--- config.mk ---
export PLATFORM = sky130hd
export DESIGN_NAME = fifo_port_sched
export DESIGN_NICKNAME = d
export VERILOG_FILES = /design/src/rtl/fifo_sched_pkg.sv /design/src/rtl/rr_arbiter.sv /design/src/rtl/fifo_port_sched.sv
export SDC_FILE = /design/constraint.sdc
export NUM_CORES = 1
export LEC_CHECK = 0
export BUFFER_PORTS_ARGS = -buffer_cell sky130_fd_sc_hd__buf_2
export CORE_MARGIN = 2
export CORE_UTILIZATION = 35
export DETAILED_ROUTE_END_ITERATION = 16
export PLACE_DENSITY = 0.66
export SETUP_SLACK_MARGIN = 0.5
export SYNTH_ARGS = -nofsm -noshare
export SYNTH_HDL_FRONTEND = slang
export SYNTH_HIERARCHICAL = 1
export SYNTH_SLANG_ARGS = --single-unit
--- constraint.sdc ---
create_clock -name clk -period 7.5 [get_ports clk]
set_input_delay 1.5 -clock clk [delete_from_list [all_inputs] [get_ports clk]]
set_output_delay 1.5 -clock clk [all_outputs]
set_load 0.01 [all_outputs]
--- src/rtl/fifo_sched_pkg.sv ---
`default_nettype none
// ============================================================================
// Package     : fifo_sched_pkg
// Description : Shared types for fifo_port_sched: read-sequencer state
//               encoding and bit positions inside the sticky error vector.
// Revision    : 1.0 - initial release
// ============================================================================
package fifo_sched_pkg;

  // Read sequencer: wait for enough data, issue a burst, then one idle cycle
  typedef enum logic [1:0] {
    ST_IDLE  = 2'd0,
    ST_BURST = 2'd1,
    ST_GAP   = 2'd2
  } rd_state_t;

  // Positions inside the sticky err vector
  localparam int ERR_OVF = 0;  // fifo_mem reported overflow
  localparam int ERR_UNF = 1;  // fifo_mem reported underflow
  localparam int ERR_MIS = 2;  // fifo_mem full/empty disagrees with our level

endpackage : fifo_sched_pkg
`default_nettype wire

--- src/rtl/rr_arbiter.sv ---
`default_nettype none
// ============================================================================
// Module      : rr_arbiter
// Description : Round-robin arbiter with one grant per cycle. The search
//               starts at the requester after the last one granted; the
//               pointer only moves when a grant is actually issued.
// Revision    : 1.0 - initial release
// ============================================================================
module rr_arbiter #(
  parameter int NREQ = 4
) (
  input  logic            clk,
  input  logic            rst_n,
  input  logic [NREQ-1:0] req,
  input  logic            en,
  output logic [NREQ-1:0] gnt
);

  localparam int PW = (NREQ > 1) ? $clog2(NREQ) : 1;
  // Pointer starts at the last requester so requester 0 wins first
  localparam logic [PW-1:0] C_LAST_INIT = PW'(NREQ - 1);

  logic [PW-1:0] r_last;
  logic [PW-1:0] w_sel;
  logic [PW-1:0] w_idx;
  logic          w_found;

  function automatic logic [PW-1:0] wrap_idx(input int v);
    return PW'(v % NREQ);
  endfunction

  // Priority search beginning one past the last granted requester
  always_comb begin
    gnt     = '0;
    w_sel   = r_last;
    w_idx   = '0;
    w_found = 1'b0;
    for (int k = 1; k <= NREQ; k++) begin
      w_idx = wrap_idx(int'(r_last) + k);
      if (en && !w_found && req[w_idx]) begin
        gnt[w_idx] = 1'b1;
        w_sel      = w_idx;
        w_found    = 1'b1;
      end
    end
  end

  // Remember who was served so they drop to lowest priority next time
  always_ff @(posedge clk or negedge rst_n) begin
    if (!rst_n) begin
      r_last <= C_LAST_INIT;
    end else if (w_found) begin
      r_last <= w_sel;
    end
  end

endmodule : rr_arbiter
`default_nettype wire

--- src/rtl/fifo_port_sched.sv ---
`default_nettype none
// ============================================================================
// Module      : fifo_port_sched
// Description : Front-end for fifo_mem. Shares the single write port among
//               NREQ producers (round-robin), drains in fixed-length read
//               bursts, tracks occupancy so writes never overflow, and
//               cross-checks that occupancy against the fifo_mem flags.
// Revision    : 1.0 - initial release
// ============================================================================
module fifo_port_sched
  import fifo_sched_pkg::*;
#(
  parameter  int NREQ  = 4,
  parameter  int DW    = 8,
  parameter  int DEPTH = 16,
  parameter  int BURST = 4,
  localparam int CW    = $clog2(DEPTH + 1)
) (
  input  logic               clk,
  input  logic               rst_n,
  input  logic [NREQ-1:0]    req,
  input  logic [NREQ*DW-1:0] req_data,
  output logic [NREQ-1:0]    gnt,
  output logic               fifo_wr,
  output logic [DW-1:0]      fifo_data_in,
  output logic               fifo_rd,
  input  logic               fifo_full,
  input  logic               fifo_empty,
  input  logic               fifo_threshold,
  input  logic               fifo_overflow,
  input  logic               fifo_underflow,
  input  logic               drain_ready,
  input  logic               flush,
  output logic               rd_valid,
  output logic [CW-1:0]      level,
  output logic [2:0]         err,
  input  logic               err_clr
);

  localparam logic [CW-1:0] C_DEPTH     = CW'(DEPTH);
  localparam logic [CW-1:0] C_BURST     = CW'(BURST);
  localparam logic [CW-1:0] C_BEAT_LAST = CW'(BURST - 1);

  rd_state_t     r_state;
  logic [CW-1:0] r_beat;
  logic [CW-1:0] r_level;
  logic [CW-1:0] r_level_d1;
  logic          r_wr;
  logic [DW-1:0] r_wdata;
  logic          r_rd;
  logic          r_rd_valid;
  logic [2:0]    r_err;

  logic          w_arb_en;
  logic          w_wr_next;
  logic          w_rd_next;
  logic [DW-1:0] w_wdata;
  logic [CW-1:0] w_level_next;
  logic          w_mis;
  logic [2:0]    w_err_evt;
  // Threshold is informational only; it never gates the sequencer
  logic          w_unused;

  assign w_unused = fifo_threshold;

  // Grants are held off during reset and whenever the FIFO is (or will be) full
  assign w_arb_en = rst_n && (r_level < C_DEPTH);

  rr_arbiter #(
    .NREQ (NREQ)
  ) u_arb (
    .clk   (clk),
    .rst_n (rst_n),
    .req   (req),
    .en    (w_arb_en),
    .gnt   (gnt)
  );

  assign w_wr_next = |gnt;

  // Select the granted producer's word (gnt is one-hot)
  always_comb begin
    w_wdata = '0;
    for (int i = 0; i < NREQ; i++) begin
      if (gnt[i]) begin
        w_wdata = req_data[i*DW +: DW];
      end
    end
  end

  // A read is issued only inside a burst, with a willing consumer and data present
  always_comb begin
    w_rd_next = (r_state == ST_BURST) && drain_ready && (r_level != '0);
  end

  // Occupancy includes strobes registered this edge; reads do not free space early
  assign w_level_next = r_level + CW'(w_wr_next) - CW'(w_rd_next);

  // Write-port registers and occupancy tracking
  always_ff @(posedge clk or negedge rst_n) begin
    if (!rst_n) begin
      r_wr       <= 1'b0;
      r_wdata    <= '0;
      r_level    <= '0;
      r_level_d1 <= '0;
    end else begin
      r_wr       <= w_wr_next;
      if (w_wr_next) begin
        r_wdata <= w_wdata;
      end
      r_level    <= w_level_next;
      r_level_d1 <= r_level;
    end
  end

  // Read sequencer: IDLE -> BURST -> GAP -> IDLE, with registered read strobes
  always_ff @(posedge clk or negedge rst_n) begin
    if (!rst_n) begin
      r_state    <= ST_IDLE;
      r_beat     <= '0;
      r_rd       <= 1'b0;
      r_rd_valid <= 1'b0;
    end else begin
      r_rd       <= w_rd_next;
      r_rd_valid <= r_rd;
      case (r_state)
        ST_IDLE: begin
          if (drain_ready && ((r_level >= C_BURST) || (flush && (r_level != '0)))) begin
            r_state <= ST_BURST;
            r_beat  <= '0;
          end
        end
        ST_BURST: begin
          if (w_rd_next) begin
            r_beat <= r_beat + CW'(1);
          end
          // Finish on the last beat, or early once the FIFO runs dry
          if ((w_rd_next && (r_beat == C_BEAT_LAST)) || (w_level_next == '0)) begin
            r_state <= ST_GAP;
          end
        end
        ST_GAP: begin
          r_state <= ST_IDLE;
        end
        default: begin
          r_state <= ST_IDLE;
        end
      endcase
    end
  end

  // fifo_mem flags lag our level by one cycle, so compare against the delayed copy
  assign w_mis = (fifo_full  != (r_level_d1 == C_DEPTH)) ||
                 (fifo_empty != (r_level_d1 == '0));

  always_comb begin
    w_err_evt          = '0;
    w_err_evt[ERR_OVF] = fifo_overflow;
    w_err_evt[ERR_UNF] = fifo_underflow;
    w_err_evt[ERR_MIS] = w_mis;
  end

  // Sticky error capture; a fresh event beats a simultaneous clear
  always_ff @(posedge clk or negedge rst_n) begin
    if (!rst_n) begin
      r_err <= '0;
    end else begin
      r_err <= (err_clr ? 3'b000 : r_err) | w_err_evt;
    end
  end

  assign fifo_wr      = r_wr;
  assign fifo_data_in = r_wdata;
  assign fifo_rd      = r_rd;
  assign rd_valid     = r_rd_valid;
  assign level        = r_level;
  assign err          = r_err;

endmodule : fifo_port_sched
`default_nettype wire

# Word-level counts from Yosys, hierarchy flattened
# Cells that the tools add are included.
dict set report totals {
  regBits 33
  inputBits 46
  word_cells 111
}
dict set report op_classes {
  n_addsub 7
  magnitude_cmp 10
  n_eq_ne 8
  mux 39
  n_bitwise 4
  reduce_logical 33
}
# operator n
set ops {}
lappend ops {{$mux 8} 4}
lappend ops {{$logic_and 1x1->1} 17}
lappend ops {{$mux 4} 4}
lappend ops {{$lt 2x3->1 const B} 4}
lappend ops {{$mux 1} 12}
lappend ops {{$mux 2} 6}
lappend ops {{$or 4x4->4} 3}
lappend ops {{$logic_not 5->1} 2}
lappend ops {{$mux 5} 2}
lappend ops {{$pmux 5 s2} 1}
lappend ops {{$bmux 1 s2} 4}
lappend ops {{$demux 1 s2} 4}
lappend ops {{$ge 2x1->1 const B} 4}
lappend ops {{$add 5x1->5} 1}
lappend ops {{$add 5x1->5 const B} 1}
lappend ops {{$eq 5x2->1 const B} 1}
lappend ops {{$eq 5x5->1 const B} 1}
lappend ops {{$ge 5x3->1 const B} 1}
lappend ops {{$lt 5x5->1 const B} 1}
lappend ops {{$reduce_bool 5->1} 1}
lappend ops {{$sub 5x1->5} 1}
lappend ops {{$add 2x1->2 const B} 2}
lappend ops {{$add 2x2->2 const B} 2}
lappend ops {{$ne 2x2->1 const B} 2}
lappend ops {{14 further kinds} 20}

# Logic depth before layout (Yosys ltp)
dict set report logic_depth {
  ltp_word 24
  depth_mapped 19
  depth_no_buf 17
}

# By module
# Netlist, hierarchy kept.
# module instances cells_per_inst area_each_um2
set by_module_without_submodules {}
lappend by_module_without_submodules {fifo_port_sched 1 149 1589.0}
lappend by_module_without_submodules {rr_arbiter 1 59 521.8}

# Worst setup path before layout
# OpenSTA, ideal clock, no wires.
dict set report synth_path {
  kind {input-to-reg}
  startpoint {input req[1]}
  endpoint {register r_state[0]}
  setup_time_ps 124
  arrival_time_ps 5292
  path_slack_ps 2084
  stages 17
  n_path_buf 2
  path_cell_list {mux4_2 buf_6 nand3b_1 a21oi_1 a221o_1 buf_2 nor4_2 ha_1 inv_1 ha_1 inv_1 fa_1 nand2b_1 a21oi_2 xnor2_1 o41a_1 or2_1}
}
dict set report synth_between {
  elab_chain_len 23
  word_cells_on_any_way 35
}
# element line
set synth_lines {}
lappend synth_lines {{start, declared} fifo_port_sched.sv:21} ;# input logic [NREQ-1:0] req,
lappend synth_lines {{$bmux 1 s2} rr_arbiter.sv:40} ;# if (en && !w_found && req[w_idx]) begin
lappend synth_lines {{$mux 1 (implied by the code)} rr_arbiter.sv:40}
lappend synth_lines {{$logic_and 1x1->1} rr_arbiter.sv:40}
lappend synth_lines {{$mux 1} rr_arbiter.sv:40}
lappend synth_lines {{$logic_not 1->1} rr_arbiter.sv:40}
lappend synth_lines {{$logic_and 1x1->1 (2 in a row)} rr_arbiter.sv:40}
lappend synth_lines {{$mux 1} rr_arbiter.sv:40}
lappend synth_lines {{$logic_not 1->1} rr_arbiter.sv:40}
lappend synth_lines {{(+7 left out)} n/a}
lappend synth_lines {{via gnt[1]} fifo_port_sched.sv:23} ;# output logic [NREQ-1:0] gnt,
lappend synth_lines {{$reduce_or 4->1 (*)} fifo_port_sched.sv:79} ;# assign w_wr_next = |gnt;
lappend synth_lines {{$add 5x1->5 (*)} fifo_port_sched.sv:97} ;# assign w_level_next = r_level + CW'(w_wr_next) - CW'(w_rd_next);
lappend synth_lines {{$sub 5x1->5 (*)} fifo_port_sched.sv:97}
lappend synth_lines {{via w_level_next[4]} fifo_port_sched.sv:58} ;# logic [CW-1:0] w_level_next;
lappend synth_lines {{$logic_not 5->1 (*)} fifo_port_sched.sv:138} ;# if ((w_rd_next && (r_beat == C_BEAT_LAST)) || (w_level_next == '0)) begin
lappend synth_lines {{$logic_or 1x1->1 (*)} fifo_port_sched.sv:138}
lappend synth_lines {{$ne 2x1->1 (no source line) (*)} n/a}
lappend synth_lines {{$reduce_and 2->1 (no source line) (*)} n/a}
lappend synth_lines {{end signal, assigned} fifo_port_sched.sv:139} ;# r_state <= ST_GAP;
lappend synth_lines {{end signal, assigned} fifo_port_sched.sv:143} ;# r_state <= ST_IDLE;
lappend synth_lines {{end signal, assigned} fifo_port_sched.sv:146} ;# r_state <= ST_IDLE;
lappend synth_lines {{end, declared} fifo_port_sched.sv:44} ;# rd_state_t r_state;
# Mark *: on every way through the listed nets, which the timed path passes. The rest lies on a longest branch. The select of a mux whose other input is x is not followed.
# A chain may end at the register's enable or synchronous reset.

# Worst setup path in the final report
dict set report layout_path {
  startpoint {input req[3]}
  endpoint {register r_state[0]}
}
dict set report layout_between {
  elab_chain_len 23
  word_cells_on_any_way 35
}
# element line
set layout_lines {}
lappend layout_lines {{$bmux 1 s2} rr_arbiter.sv:40}
lappend layout_lines {{$mux 1 (implied by the code)} rr_arbiter.sv:40}
lappend layout_lines {{$logic_and 1x1->1} rr_arbiter.sv:40}
lappend layout_lines {{$mux 1} rr_arbiter.sv:40}
lappend layout_lines {{$logic_not 1->1} rr_arbiter.sv:40}
lappend layout_lines {{$logic_and 1x1->1 (2 in a row)} rr_arbiter.sv:40}
lappend layout_lines {{$mux 1} rr_arbiter.sv:40}
lappend layout_lines {{$logic_not 1->1} rr_arbiter.sv:40}
lappend layout_lines {{(+7 left out)} n/a}
lappend layout_lines {{$reduce_or 4->1 (*)} fifo_port_sched.sv:79}
lappend layout_lines {{$add 5x1->5 (*)} fifo_port_sched.sv:97}
lappend layout_lines {{$sub 5x1->5 (*)} fifo_port_sched.sv:97}
lappend layout_lines {{via w_level_next[4]} fifo_port_sched.sv:58}
lappend layout_lines {{$logic_not 5->1 (*)} fifo_port_sched.sv:138}
lappend layout_lines {{$logic_or 1x1->1 (*)} fifo_port_sched.sv:138}
lappend layout_lines {{$ne 2x1->1 (no source line) (*)} n/a}
lappend layout_lines {{$reduce_and 2->1 (no source line) (*)} n/a}
# Marks and branches as above.

==> metrics.txt <==
Final period util=72.7%; Port Buf Inserts=67; RR Endpoint=r_state[0]; Hold Path Stages=0; Die Wd=81.7 um; Leakage=1.23 nW; CTS tree=built; pwr/cell area=between 400 and 500 nW/um^2; number of cell rows=28; clock slew at reported path FFs=0.06 ns; Max-slew headroom=57.2%; antenna viol nets, final=0; CP Data Required Time=7.67 ns; syn_nets=270; Final Hold Fails=0; Yosys reg bits=33; Root Buffer=clkbuf_8; final setup fails=0; worst vdd ir=183 uV; Synth top area share=approximately 37%; die area=6670 sq um; top cells by area, synth=dfrtp_1 (37%), ha_1 (8.9%), a221o_1 (5.7%); HPWL after detailed placement=about 3700 um; via count=1836; Yosys warning count=6; H-Tree Level Count=2; total net switching power=470 uW; hold buffers post-CTS=0; hold wc startpoint=fifo_rd; initial antenna violation count=0; Pint=628 uW; DRC errors left=0; Least-Margin Pin Slew=0.642 ns; Sw Ratio=42.8%; FFs w/ async S/R, synth=100%; # IOs=69; Hold WC Path Type=reg2reg; TNS Setup=0 ns; R2R Setup Slk=~2.5 ns; number of nets in the layout=337; clk sinks=33; ant diodes=0; Area after DPL=roughly 2500 sq um; DR vias/cell=5.25; vias in the first global route=1742; Starting DRT DRC Count=48; Hold Path Sink=rd_valid; first-pass GRT wire length=7650 um; syn_area_per_cell=10.1 sq um; CP Class=in2reg; sequential area share after synthesis=39.2%; post-synthesis cell count=208; status=finished, final reports clean; commonest cells in the netlist=dfrtp_1 (31), inv_1 (17), ha_1 (15); clk_skew=0.00707 ns; number of cells on the worst reg-to-reg path=18; CP Launch Type=input pin; unrepaired setup endpoints after global routing=no; initial cell density of the core=35.9%; clock latency on the worst-skew pair=0.28 ns; Post-synth EDFFs=0; CTS buffer count=5; routed len/inst=13.8 um; largest net degree at the start of global routing=34; max frequency=0.183 GHz; Distinct cells, synth=between 40 and 50; layout cells sized above 1=30.9%; drt first pass iters=4; Synth area leader=dfrtp_1; critical path endpoint category=flop; final wirelength=4810 um; grt ovf=0; CP max FO=18; cell area after synthesis=2110 sq um; CTS resizes=0; Slew Limit Fails=0; Max-Cap Viols=0; Final Util=44.0%; Clk pwr share=12.0%; hold_ws=0.386 ns; Die H=81.7 um; Tmin final=about 5.5 ns; core region area=5890 sq um; worst path arrival time=roughly 5.6 ns; routability cong.=0.886; area grow syn2layout=22.7%; ys flop type=dfrtp_1; count leader, synth=dfrtp_1; postcts setup bufs=0; final instance area=approximately 2600 sq um; Longest Clk Path Bufs=2; share of total power in combinational logic=56.6%; Total GRT Usage=14.7%; Reg-to-Reg Start=u_arb/r_last[0]; sequential share of power=31.4%
per-stage QoR:
stage               setup slack (ns)  power (mW)  instances
floorplan                       2.08       0.808        208
global placement                1.81       0.959        343
detailed placement              1.79       0.970        343
CTS                             2.06        1.11        350
global route                    1.73        1.20        350
finish                          2.04        1.10        350
cell type report:
type / instances / area [sq um]
Fill cell: 567 / 3300
Multi-Input combinational cell: 148 / 1160
Sequential cell: 33 / 828
Timing Repair Buffer: 69 / 350
Tap cell: 75 / 93.8
Clock buffer: 7 / 86.3
Inverter: 18 / 67.6
registers in the layout, indices dropped and copies added, names as in the netlist, 2 cells and up:
signal	cells
r_level_d1	5
level	5
fifo_data_in	8
r_beat	5
u_arb/r_last	2
r_state	2
err	3
per-layer routing:
metal | global-route usage [%] | vias to the layer above | part of all wire, %
li1 | - | 903 | -
met5 | 0 | - | 0
met1 | 17.4 | 864 | 44
met3 | 3.08 | 10 | 7.4
met4 | 7.00 | 0 | 2.2
met2 | 25.5 | 59 | 46
critical path, cell delays in order:
cell	delay, ns
buf_2	0.14
mux4_2	0.61
a2111oi_4	0.44
a221o_1	0.64
nor4_2	0.09
buf_4	0.19
ha_1	0.29
inv_1	0.05
ha_1	0.15
inv_1	0.05
fa_1	0.39
nand2b_1	0.17
a21oi_2	0.13
xnor2_1	0.10
o41a_1	0.43
or2_1	0.23
cell families after synthesis:
family | after synthesis | share of synthesized area, %
DFF | 33 | 39.2
adders and majority gates | 16 | 9.84
xor gates and xnor gates | 7 | 2.90
muxes | 5 | 3.56
AOI/OAI and AO/OA | 56 | 21.8
and+or+nand+nor | 64 | 17.0
buffers and inverters | 27 | 5.63
power groups by stage:
stage | logic [mW] | clock network, mW | registers [mW]
2_1_floorplan | 0.467 | 0 | 0.340
3_3_place_gp | 0.615 | 0 | 0.345
3_5_place_dp | 0.624 | 0 | 0.347
4_1_cts | 0.630 | 0.135 | 0.344
5_1_grt | 0.705 | 0.142 | 0.358
6_report | 0.621 | 0.131 | 0.345
cells in the final DEF (no fill, tap or decap), drive strengths merged, types with 2 or more instances in the layout:
master / instances
ha: 15
nor4: 2
a21oi: 10
a211oi: 2
nand3: 3
a221oi: 9
or4: 2
mux2i: 3
xor2: 4
inv: 18
a221o: 12
xnor2: 3
o211ai: 2
nor3: 11
dfrtp: 31
nor2b: 13
nand2b: 5
o2111ai: 2
buf: 69
nand3b: 4
a21o: 3
o21ai: 7
clkbuf: 7
nand2: 8
mux4: 2
nor4b: 3
nor2: 11
dfstp: 2
worst max-delay path by stage:
stage / endpoint / slack [ns] / from
after floorplan: r_state[0] / 2.08 / req[1]
after global placement: r_state[0] / 1.81 / req[1]
after detailed placement: r_state[0] / 1.79 / req[3]
after CTS: r_state[0] / 2.06 / req[1]
after global routing: r_state[0] / 1.73 / req[3]
final: r_state[0] / 2.04 / req[3]
No activity file was read; power rests on OpenSTA's default activity.
